## src/rtl/dfdd_pkg.sv

```systemverilog
// Shared definitions for the DFDD result packer: FIFO entry field layout and
// coordinate-width helper.
package dfdd_pkg;

    // Entry layout, LSB first: v | w | c | conf_ok | col | row
    localparam int unsigned V_LSB = 0;

    function automatic int unsigned coord_width(input int unsigned n);
        return (n > 1) ? $clog2(n) : 1;
    endfunction

    function automatic int unsigned w_lsb(input int unsigned fp_w);
        return fp_w;
    endfunction

    function automatic int unsigned c_lsb(input int unsigned fp_w);
        return 2 * fp_w;
    endfunction

    function automatic int unsigned ok_lsb(input int unsigned fp_w);
        return 3 * fp_w;
    endfunction

    function automatic int unsigned col_lsb(input int unsigned fp_w);
        return 3 * fp_w + 1;
    endfunction

    function automatic int unsigned row_lsb(input int unsigned fp_w, input int unsigned col_w);
        return 3 * fp_w + 1 + col_w;
    endfunction

    function automatic int unsigned entry_width(input int unsigned fp_w,
                                                input int unsigned col_w,
                                                input int unsigned row_w);
        return 3 * fp_w + 1 + col_w + row_w;
    endfunction

endpackage

```

## src/rtl/dfdd_sync_fifo.sv

```systemverilog
// Single-clock show-ahead FIFO; a push while full is accepted only when a pop
// happens on the same edge. Storage is not reset.
module dfdd_sync_fifo
    import dfdd_pkg::*;
#(
    parameter int unsigned WIDTH = 1,
    parameter int unsigned DEPTH = 2,
    localparam int unsigned PTR_W = $clog2(DEPTH),
    localparam int unsigned CNT_W = $clog2(DEPTH) + 1
) (
    input  logic             clk_i,
    input  logic             rst_i,
    input  logic             wr_en_i,
    input  logic [WIDTH-1:0] wr_data_i,
    input  logic             rd_en_i,
    output logic [WIDTH-1:0] rd_data_o,
    output logic             full_o,
    output logic             empty_o,
    output logic [CNT_W-1:0] count_o
);

    logic [WIDTH-1:0] mem_q [DEPTH];
    logic [PTR_W-1:0] wr_ptr_q, wr_ptr_d;
    logic [PTR_W-1:0] rd_ptr_q, rd_ptr_d;
    logic [CNT_W-1:0] count_q, count_d;
    logic             push_c;
    logic             pop_c;

    always_comb begin
        full_o   = (count_q == CNT_W'(DEPTH));
        empty_o  = (count_q == '0);
        pop_c    = rd_en_i && !empty_o;
        push_c   = wr_en_i && (!full_o || pop_c);
        wr_ptr_d = wr_ptr_q + PTR_W'(push_c);
        rd_ptr_d = rd_ptr_q + PTR_W'(pop_c);
        count_d  = count_q + CNT_W'(push_c) - CNT_W'(pop_c);
    end

    always_ff @(posedge clk_i) begin
        if (rst_i) begin
            wr_ptr_q <= '0;
            rd_ptr_q <= '0;
            count_q  <= '0;
        end else begin
            wr_ptr_q <= wr_ptr_d;
            rd_ptr_q <= rd_ptr_d;
            count_q  <= count_d;
        end
    end

    always_ff @(posedge clk_i) begin
        if (push_c) begin
            mem_q[wr_ptr_q] <= wr_data_i;
        end
    end

    assign rd_data_o = mem_q[rd_ptr_q];
    assign count_o   = count_q;

endmodule

```

## src/rtl/dfdd_result_packer.sv

```systemverilog
// Tags hardmax results with confidence flag and frame coordinates and queues
// them in a show-ahead FIFO for a downstream consumer.
module dfdd_result_packer
    import dfdd_pkg::*;
#(
    parameter int unsigned EXP_WIDTH    = 0,
    parameter int unsigned FRAC_WIDTH   = 0,
    parameter int unsigned FIFO_DEPTH   = 16,
    parameter int unsigned IMAGE_WIDTH  = 0,
    parameter int unsigned IMAGE_HEIGHT = 0,
    localparam int unsigned FP_WIDTH_REG = 1 + FRAC_WIDTH + EXP_WIDTH,
    localparam int unsigned COL_W        = coord_width(IMAGE_WIDTH),
    localparam int unsigned ROW_W        = coord_width(IMAGE_HEIGHT),
    localparam int unsigned CNT_W        = $clog2(FIFO_DEPTH) + 1
) (
    input  logic                    clk_i,
    input  logic                    rst_i,
    input  logic [FP_WIDTH_REG-1:0] v_i,
    input  logic [FP_WIDTH_REG-1:0] w_i,
    input  logic [FP_WIDTH_REG-1:0] c_i,
    input  logic                    valid_i,
    input  logic [FP_WIDTH_REG-1:0] c_thresh_i,
    input  logic                    frame_sync_i,
    output logic [FP_WIDTH_REG-1:0] v_o,
    output logic [FP_WIDTH_REG-1:0] w_o,
    output logic [FP_WIDTH_REG-1:0] c_o,
    output logic                    conf_ok_o,
    output logic [COL_W-1:0]        col_o,
    output logic [ROW_W-1:0]        row_o,
    output logic                    sof_o,
    output logic                    eol_o,
    output logic                    valid_o,
    input  logic                    ready_i,
    output logic [CNT_W-1:0]        fifo_count_o,
    output logic                    overflow_o
);

    localparam int unsigned FP       = FP_WIDTH_REG;
    localparam int unsigned W_LSB    = w_lsb(FP);
    localparam int unsigned C_LSB    = c_lsb(FP);
    localparam int unsigned OK_LSB   = ok_lsb(FP);
    localparam int unsigned COL_LSB  = col_lsb(FP);
    localparam int unsigned ROW_LSB  = row_lsb(FP, COL_W);
    localparam int unsigned ENTRY_W  = entry_width(FP, COL_W, ROW_W);
    localparam logic [COL_W-1:0] COL_LAST = COL_W'(IMAGE_WIDTH - 1);
    localparam logic [ROW_W-1:0] ROW_LAST = ROW_W'(IMAGE_HEIGHT - 1);

    logic            s1_valid_q, s1_valid_d;
    logic [FP-1:0]   s1_v_q, s1_v_d;
    logic [FP-1:0]   s1_w_q, s1_w_d;
    logic [FP-1:0]   s1_c_q, s1_c_d;
    logic [COL_W-1:0] col_q, col_d;
    logic [ROW_W-1:0] row_q, row_d;
    logic            overflow_q, overflow_d;
    logic [COL_W-1:0] pix_col_c;
    logic [ROW_W-1:0] pix_row_c;
    logic            conf_ok_c;
    logic [ENTRY_W-1:0] wr_data_c;
    logic [ENTRY_W-1:0] rd_data_c;
    logic            fifo_full_c;
    logic            fifo_empty_c;
    logic            pop_c;

    always_comb begin
        s1_valid_d = valid_i;
        s1_v_d     = v_i;
        s1_w_d     = w_i;
        s1_c_d     = c_i;
    end

    always_ff @(posedge clk_i) begin
        if (rst_i) begin
            s1_valid_q <= 1'b0;
        end else begin
            s1_valid_q <= s1_valid_d;
        end
    end

    always_ff @(posedge clk_i) begin
        s1_v_q <= s1_v_d;
        s1_w_q <= s1_w_d;
        s1_c_q <= s1_c_d;
    end

    // frame_sync forces this pixel to (0,0); the counters then advance from there
    always_comb begin
        pix_col_c = frame_sync_i ? '0 : col_q;
        pix_row_c = frame_sync_i ? '0 : row_q;
        col_d     = pix_col_c;
        row_d     = pix_row_c;
        if (s1_valid_q) begin
            if (pix_col_c == COL_LAST) begin
                col_d = '0;
                row_d = (pix_row_c == ROW_LAST) ? '0 : pix_row_c + ROW_W'(1);
            end else begin
                col_d = pix_col_c + COL_W'(1);
            end
        end
    end

    // Inputs are non-negative floats, so an unsigned compare orders them correctly
    always_comb begin
        conf_ok_c = (s1_c_q >= c_thresh_i);
        wr_data_c = '0;
        wr_data_c[V_LSB +: FP]      = s1_v_q;
        wr_data_c[W_LSB +: FP]      = s1_w_q;
        wr_data_c[C_LSB +: FP]      = s1_c_q;
        wr_data_c[OK_LSB]           = conf_ok_c;
        wr_data_c[COL_LSB +: COL_W] = pix_col_c;
        wr_data_c[ROW_LSB +: ROW_W] = pix_row_c;
    end

    always_comb begin
        pop_c      = !fifo_empty_c && ready_i;
        overflow_d = overflow_q | (s1_valid_q & fifo_full_c & ~pop_c);
    end

    always_ff @(posedge clk_i) begin
        if (rst_i) begin
            col_q      <= '0;
            row_q      <= '0;
            overflow_q <= 1'b0;
        end else begin
            col_q      <= col_d;
            row_q      <= row_d;
            overflow_q <= overflow_d;
        end
    end

    dfdd_sync_fifo #(
        .WIDTH (ENTRY_W),
        .DEPTH (FIFO_DEPTH)
    ) u_fifo (
        .clk_i     (clk_i),
        .rst_i     (rst_i),
        .wr_en_i   (s1_valid_q),
        .wr_data_i (wr_data_c),
        .rd_en_i   (pop_c),
        .rd_data_o (rd_data_c),
        .full_o    (fifo_full_c),
        .empty_o   (fifo_empty_c),
        .count_o   (fifo_count_o)
    );

    always_comb begin
        v_o        = rd_data_c[V_LSB +: FP];
        w_o        = rd_data_c[W_LSB +: FP];
        c_o        = rd_data_c[C_LSB +: FP];
        conf_ok_o  = rd_data_c[OK_LSB];
        col_o      = rd_data_c[COL_LSB +: COL_W];
        row_o      = rd_data_c[ROW_LSB +: ROW_W];
        sof_o      = (col_o == '0) && (row_o == '0);
        eol_o      = (col_o == COL_LAST);
        valid_o    = !fifo_empty_c;
        overflow_o = overflow_q;
    end

endmodule

```

## config.mk

```make
export PLATFORM = sky130hd
export DESIGN_NAME = dfdd_result_packer
export DESIGN_NICKNAME = d
export VERILOG_FILES = /design/src/rtl/dfdd_pkg.sv /design/src/rtl/dfdd_sync_fifo.sv /design/src/rtl/dfdd_result_packer.sv
export SDC_FILE = /design/constraint.sdc
export NUM_CORES = 1
export LEC_CHECK = 0
export ABC_CLOCK_PERIOD_IN_PS = 4600
export CELL_PAD_IN_SITES_DETAIL_PLACEMENT = 1
export CELL_PAD_IN_SITES_GLOBAL_PLACEMENT = 1
export CORE_ASPECT_RATIO = 0.6
export CORE_MARGIN = 2
export CORE_UTILIZATION = 35
export CTS_CLUSTER_SIZE = 25
export DETAILED_ROUTE_END_ITERATION = 12
export DONT_BUFFER_PORTS = 1
export PLACE_DENSITY = 0.61
export SETUP_SLACK_MARGIN = 0.2
export SLEW_MARGIN = 20
export SYNTH_ARGS = -nofsm -noshare
export SYNTH_HDL_FRONTEND = slang
export SYNTH_HIERARCHICAL = 1
export SYNTH_SLANG_ARGS = --single-unit
export TNS_END_PERCENT = 100
```

## constraint.sdc

```tcl
create_clock -name clk_i -period 4.6 [get_ports clk_i]
set_clock_uncertainty 0.1 [all_clocks]
set_input_delay 0.92 -clock clk_i [delete_from_list [all_inputs] [get_ports clk_i]]
set_output_delay 0.92 -clock clk_i [all_outputs]
set_load 0.02 [all_outputs]
```

# After elaboration in Yosys (flattened, before gate mapping)
# Memories as Yosys holds them, arrays and structs flattened. A register that Yosys moved wholly into a read port is not among the register bits.
# Cells that the tools add are included.
# word_totals
reg_bits	20
mem_bits_rw	96
in_bits	9
word_cells	43
n_memories	1
# op_classes
n_addsub	6
n_lt_le_gt_ge	1
n_eq_ne	1
n_mux	10
n_bitwise	6
reduce_logical	8
# mem_list
name	words	word_bits	read_ports	rd_clocked_by_memory_dff	wr	line_no	text
u_fifo.mem_q	16	6	1	1	1	dfdd_sync_fifo.sv:22	logic [WIDTH-1:0] mem_q [DEPTH];
# ops
cell	n
1-bit 2-to-1 mux	9
4-bit by 1-bit adder with 4-bit output	2
5-bit by 1-bit adder with 5-bit output	1
5-bit == test, second input constant	1
5-bit logical NOT	1
5-bit by 1-bit subtractor with 5-bit output	1
1-bit logical AND	4
4-bit 2-to-1 mux	1
1-bit NOT	3
1-bit adder, second input constant	2
1-bit AND	2
1-bit logical NOT	2
1-bit greater-or-equal comparator	1
1-bit logical OR	1
1-bit OR	1

# Depth between registers and ports, before layout
# Gate-level depths: netlist of run 1.
# logic_depth
word_depth	8
ltp_mapped	14
depth_no_buf	14

# Cells and area by module
# The synthesis of run 1 kept the hierarchy.
# modules_own_cells
mod	n_inst	cells_each	area_per_inst_um2
dfdd_sync_fifo	1	244	4465.5
dfdd_result_packer	1	23	245.2

# Least setup slack after synthesis of run 1
# OpenSTA, ideal clock, no wires.
# synth_path
path_kind	flip-flop to output port
from	register u_fifo/rd_ptr_q[0] (netlist name)
to	output sof_o
arrival_ns	1.793
required_ns	3.580
slack_ns	1.787
path_stages_with_launch	7
n_path_buf	2
path_cell_list	dfxtp_1 -> buf_6 -> buf_12 -> mux4_2 -> a22oi_1 -> nand2_1 -> nor2_1
# synth_lines
element	line_no	text
end, declared	dfdd_result_packer.sv:30	output logic sof_o,

==> flow_summary_export.csv, run 1 <==
group,metric,value,unit
global_routing,grt_pass1_wl,15.6,mm
routing,ant_nets,0,
floorplan,io_pins,24,
setup_path,cp_data_arrival_time,2510,ps
synthesis,seq_area_frac_synth,69.7,%
clock_network,cts-buffers-inserted,17,
placed_design,place_ws,1530,ps
synthesis,syn_area_per_cell,17.6,sq um
synthesis,synth.largest_area_cell,"edfxtp_1",
clock_network,clk_pin_slew_worst_paths,60,ps
final_layout,antenna_cells,0,
clock_network,cts_resized,0,
sta,setup_viol,0,
routing,first_iter_violations,196,
sta,drv_slew,0,
global_routing,antenna_found_initial,0,
synthesis,synth_nets,286,
setup_path,criticalPathCategory,"register to primary output",
synthesis,synth-seq-cells,116,
routing,wire_per_inst,22.1,um
sta,max_slew.worst_pin.slew,877,ps
setup_path,end_kind,"primary output",
synthesis,synthCells,267,
synthesis,yosysMostFrequentCell,"edfxtp_1",
sta,period_share,76.8,%
synthesis,synth_cell_types,37,
final_layout,nets,299,
final_layout,nFillCells,1277,
clock_network,cts_tree,"done",
clock_network,cts_htree_levels,4,
placed_design,io_buffers,0,
floorplan,rows,32,
power_and_ir_drop,leakagePower,1.85,nW
synthesis,yosysWarnings,6,
global_routing,grt_overflow,0,
final_layout,drive_gt1_share,17.4,%
routing,vias,2358,
routing,routed_wl,10.3,mm
global_routing,grt_usage,15.5,%
sta,finalHoldViolCount,0,
sta,rsz0062_at_grt,"no",
power_and_ir_drop,powerDensity,556,mW/mm^2
sta,min_period,3530,ps
floorplan,start_util,36.3,%
synthesis,synth.area.top_cells,"edfxtp_1, dfxtp_1, mux4_1",
clock_network,clockBufferDepth,2,
clock_network,clk_latency,420,ps
clock_network,root_buffer,"clkbuf_16",
sta,fin_ws,1070,ps
sta,fin_tns_setup,0,ps
clock_network,holdBufCountCts,0,
routing,dr.pass1.iters,4,
sta,slew_headroom,41.1,%
floorplan,die-area,0.0144,sq mm
floorplan,die_w,154,um
power_and_ir_drop,vdd_drop_max,0.000286,V
global_routing,grt_pass1_vias,2466,
setup_path,cp-start-kind,"register",
floorplan,coreArea,0.0130,sq mm
synthesis,synth-edff-count,96,
synthesis,syn_area,0.00471,sq mm
setup_path,crit_required,3580,ps
final_layout,area_growth,16.3,%
synthesis,synth_top_area_share,61.2,%
sta,fmax,283,MHz
clock_network,postCtsSetupRepairBufs,0,
routing,drc_errors,0,
synthesis,synthFlopType,"edfxtp_1",
global_routing,grt_max_degree,18,
worst_hold_path,hp-class,"input pin to register",
routing,vias_per_cell,5.09,
placed_design,gp_congestion,0.774,
floorplan,dieHeight,93.9,um
status,status,"completed",
clock_network,clock_sinks,116,
run,max-cap-violations,0,
synthesis,synth_commonest_cells,"edfxtp_1, nor2_1, dfxtp_1",
placed_design,dp_hpwl,6.89,mm
synthesis,async_reset_ff_share,0,%
setup_path,critPathMaxFanout,12,
cell families after synthesis:
| logic type | count (synthesis) | synth area share (%) |
|---|---|---|
| simple gates | 68 | 7.65 |
| buf+inv | 21 | 2.74 |
| mux | 24 | 12.6 |
| compound gates | 19 | 2.84 |
| flops | 116 | 69.7 |
| fa+ha+maj | 10 | 2.82 |
| xor+xnor | 9 | 1.67 |
worst max-delay path, stage by stage, from the launching register on:
cell	delay, ps
dfxtp_1	320
buf_4	250
mux4_2	550
a22oi_1	210
nand2_1	330
nor2_1	420
layout make-up:
cell class,instances,area [sq um],area share [%]
clock buffer,20,457,8.33
clock inverter,12,154,2.81
inverter,10,37.5,0.685
multi-input combinational,130,1300,23.7
sequential,116,3280,59.9
tap,170,213,3.88
timing repair buffer,5,37.5,0.685
state kept, by name, indices dropped and copies added (netlist names):
name and count:
col_q 1, overflow_o 1, row_q 1, s1_c_q 1, s1_v_q 1, s1_valid_q 1
s1_w_q 1, u_fifo/count_o 5, u_fifo/mem_q 96, u_fifo/rd_ptr_q 4, u_fifo/wr_ptr_q 4
metal layers:
metal  routed length, um  GRT usage, %
met3                 647          5.21
met5                   0             0
met1                5210          22.6
met4                 211          7.49
met2                4180          20.6
path summary, 6_finish.rpt:
kind | startpoint | endpoint | slack [ps] | cells after the start
hold / removal | c_i | s1_c_q | 430 | 0
hold reg to reg | row_q | row_q | 450 | 2
setup reg to reg | u_fifo/count_o[2] | u_fifo/mem_q[2][5] | 1630 | 9
setup / recovery | u_fifo/rd_ptr_q[0] | sof_o | 1070 | 5
per-stage QoR:
stage                     cells  instance area (sq um)  power [mW]  util (%)  hold slack [ps]
after floorplan             267                   4710        1.64         -              406
after global placement      431                   4870        1.71      37.5              425
after detailed placement    431                   4870        1.72      37.5              444
after CTS                   463                   5480        3.08      42.2              411
after global routing        463                   5480        3.17      42.2              413
final                       463                   5480        3.05      42.2              429
placed cells by master, fill, tap and decap left out, types with 2 or more instances in the layout:
master / count
nand2b_1: 5
nand3b_1: 2
clkinvlp_4: 3
nor2_1: 23
mux4_1: 14
inv_1: 10
nand2_1: 11
nor3_1: 5
edfxtp_1: 96
buf_4: 5
a22oi_1: 12
bufinv_16: 3
clkbuf_8: 2
mux4_2: 10
clkinv_4: 2
a21oi_1: 2
clkinv_2: 3
clkbuf_16: 17
nor2b_1: 10
dfxtp_1: 20
xnor2_1: 5
ha_1: 9
xor2_1: 4
nand3_1: 4
where the power goes:
part	switching (mW)	internal (mW)
clock	0.471	0.879
sequential	0.0664	1.17
combinational	0.250	0.210
Note: power is estimated with default switching activity, not from simulation.
==> inputs of run 2 (changes only) <==
ABC_CLOCK_PERIOD_IN_PS = 3500   (was 4600)
clock period = 3.5 ns   (was 4.6 ns; I/O delays follow)
==> run 2 against run 1 <==
Compared with the run above: first-iteration DRC count is 37% lower; utilization is 0.35 points higher; count of clock-buffer cells in the layout stayed put; sequential share of layout area is 0.49 points lower; die area stayed put; register-to-register slack worse by 990 ps; power is 33% higher; flip-flop and latch count stayed put.
==> flow_summary_export.csv, run 2 (synthesis gave the netlist of run 1 again) <==
group,metric,value,unit
status,status,"completed",
sta,fin_tns_setup,0,ps
clock_network,cts-buffers-inserted,17,
routing,drc_errors,0,
floorplan,dieHeight,93.9,um
sta,rsz0062_at_grt,"no",
power_and_ir_drop,leakagePower,1.87,nW
routing,vias,2406,
global_routing,grt_pass1_wl,15.3,mm
clock_network,clockBufferDepth,2,
final_layout,drive_gt1_share,17.4,%
placed_design,io_buffers,0,
clock_network,root_buffer,"clkbuf_16",
final_layout,largest_register_ffs,96,
sta,min_period,3110,ps
final_layout,nets,305,
sta,period_share,89.0,%
sta,holdWs,207,ps
setup_path,critPathMaxFanout,11,
worst_hold_path,min_to,"s1_v_q",
worst_hold_path,hp-class,"input pin to register",
floorplan,io_pins,24,
clock_network,clk_pin_slew_worst_paths,50,ps
placed_design,gp_congestion,0.719,
setup_path,criticalPathCategory,"register to primary output",
worst_hold_path,hold_start,"v_i",
worst_hold_path,hold_path_depth,0,
clock_network,holdBufCountCts,0,
routing,vias_per_cell,5.13,
floorplan,coreArea,0.0130,sq mm
routing,ant_nets,0,
final_layout,layout_commonest_cell,"edfxtp_1",
placed_design,dp_hpwl,6.44,mm
final_layout,antenna_cells,0,
final_layout,final_cell_mix,"edfxtp_1, nor2_1, dfxtp_1, clkbuf_16, mux4_1",
setup_path,end_kind,"primary output",
sta,finalHoldViolCount,0,
setup_path,reg2regPathDepth,13,
routing,first_iter_violations,124,
clock_network,cts_tree,"done",
sta,max_slew.worst_pin.slew,718,ps
floorplan,die-area,0.0144,sq mm
floorplan,start_util,36.3,%
routing,dr.pass1.iters,4,
clock_network,cts_htree_levels,4,
power_and_ir_drop,powerDensity,732,mW/mm^2
sta,fmax,321,MHz
global_routing,grt_usage,15.0,%
setup_path,cp_data_arrival_time,2310,ps
routing,routed_wl,9.88,mm
setup_path,rrSetupSlack,640,ps
setup_path,r2r_start,"u_fifo/count_o[3]",
global_routing,antenna_found_initial,0,
run,max-cap-violations,0,
power_and_ir_drop,vdd_drop_max,0.000388,V
final_layout,regMostFlops,"u_fifo/mem_q",
global_routing,grt_overflow,0,
clock_network,clock_sinks,116,
clock_network,cts_resized,0,
routing,wire_per_inst,21.1,um
global_routing,grt_max_degree,18,
global_routing,grt_pass1_vias,2501,
final_layout,area_growth,17.3,%
setup_path,cp-start-kind,"register",
floorplan,rows,32,
clock_network,clk_latency,410,ps
sta,drv_slew,0,
power_and_ir_drop,power,4.04,mW
clock_network,postCtsSetupRepairBufs,0,
sta,slew_headroom,52.1,%
sta,setup_viol,0,
setup_path,rr_endpoint,"u_fifo/count_o[4]",
setup_path,crit_required,2700,ps
floorplan,die_w,154,um
==> run 2: routing by layer <==
layer	global-route usage [%]	part of all wire (%)
met1	22.0	53
met2	20.4	41
met3	4.70	3.3
met4	6.65	1.7
met5	0	0
==> run 2: area by class of cell <==
cell class | instances | area, sq um
Clock inverter | 12 | 161
Fill cell | 1287 | 7450
Inverter | 10 | 37.5
Tap cell | 170 | 213
Multi-Input combinational cell | 130 | 1300
Sequential cell | 116 | 3280
Clock buffer | 20 | 437
Timing Repair Buffer | 11 | 95.1
==> run 2: worst max path at each step <==
| stage | start | endpoint | slack, ps | cells past startpoint |
|---|---|---|---|---|
| floorplan | u_fifo/rd_ptr_q[0] | sof_o | 910 | 6 |
| finish | u_fifo/rd_ptr_q[0] | sof_o | 390 | 6 |
| global route | u_fifo/rd_ptr_q[0] | sof_o | 240 | 6 |
| detailed placement | u_fifo/count_o[2] | u_fifo/count_o[4] | 650 | 13 |
| CTS | u_fifo/rd_ptr_q[0] | sof_o | 340 | 6 |
| global placement | u_fifo/count_o[2] | u_fifo/mem_q[4][3] | 770 | 8 |
==> run 2: worst max-delay path: stages, from the launching register on <==
cell	delay [ps]
dfxtp_1	390
buf_4	280
mux4_1	630
a22oi_1	230
nand2_1	110
nor2_1	110
buf_4	140
==> run 2: power breakdown <==
group | switching, mW | internal, mW | total (mW)
logic | 0.351 | 0.303 | 0.654
clock network | 0.585 | 1.18 | 1.76
registers | 0.0884 | 1.54 | 1.63
total | 1.02 | 3.02 | 4.04
==> run 2: metrics by stage <==
step	cells	worst slack [ps]	cell area (sq um)	utilization (%)
3_5_place_dp	437	653	4930	38.0
3_3_place_gp	437	775	4930	38.0
4_1_cts	469	340	5530	42.6
6_report	469	386	5530	42.6
5_1_grt	469	241	5530	42.6
2_1_floorplan	267	907	4710	-
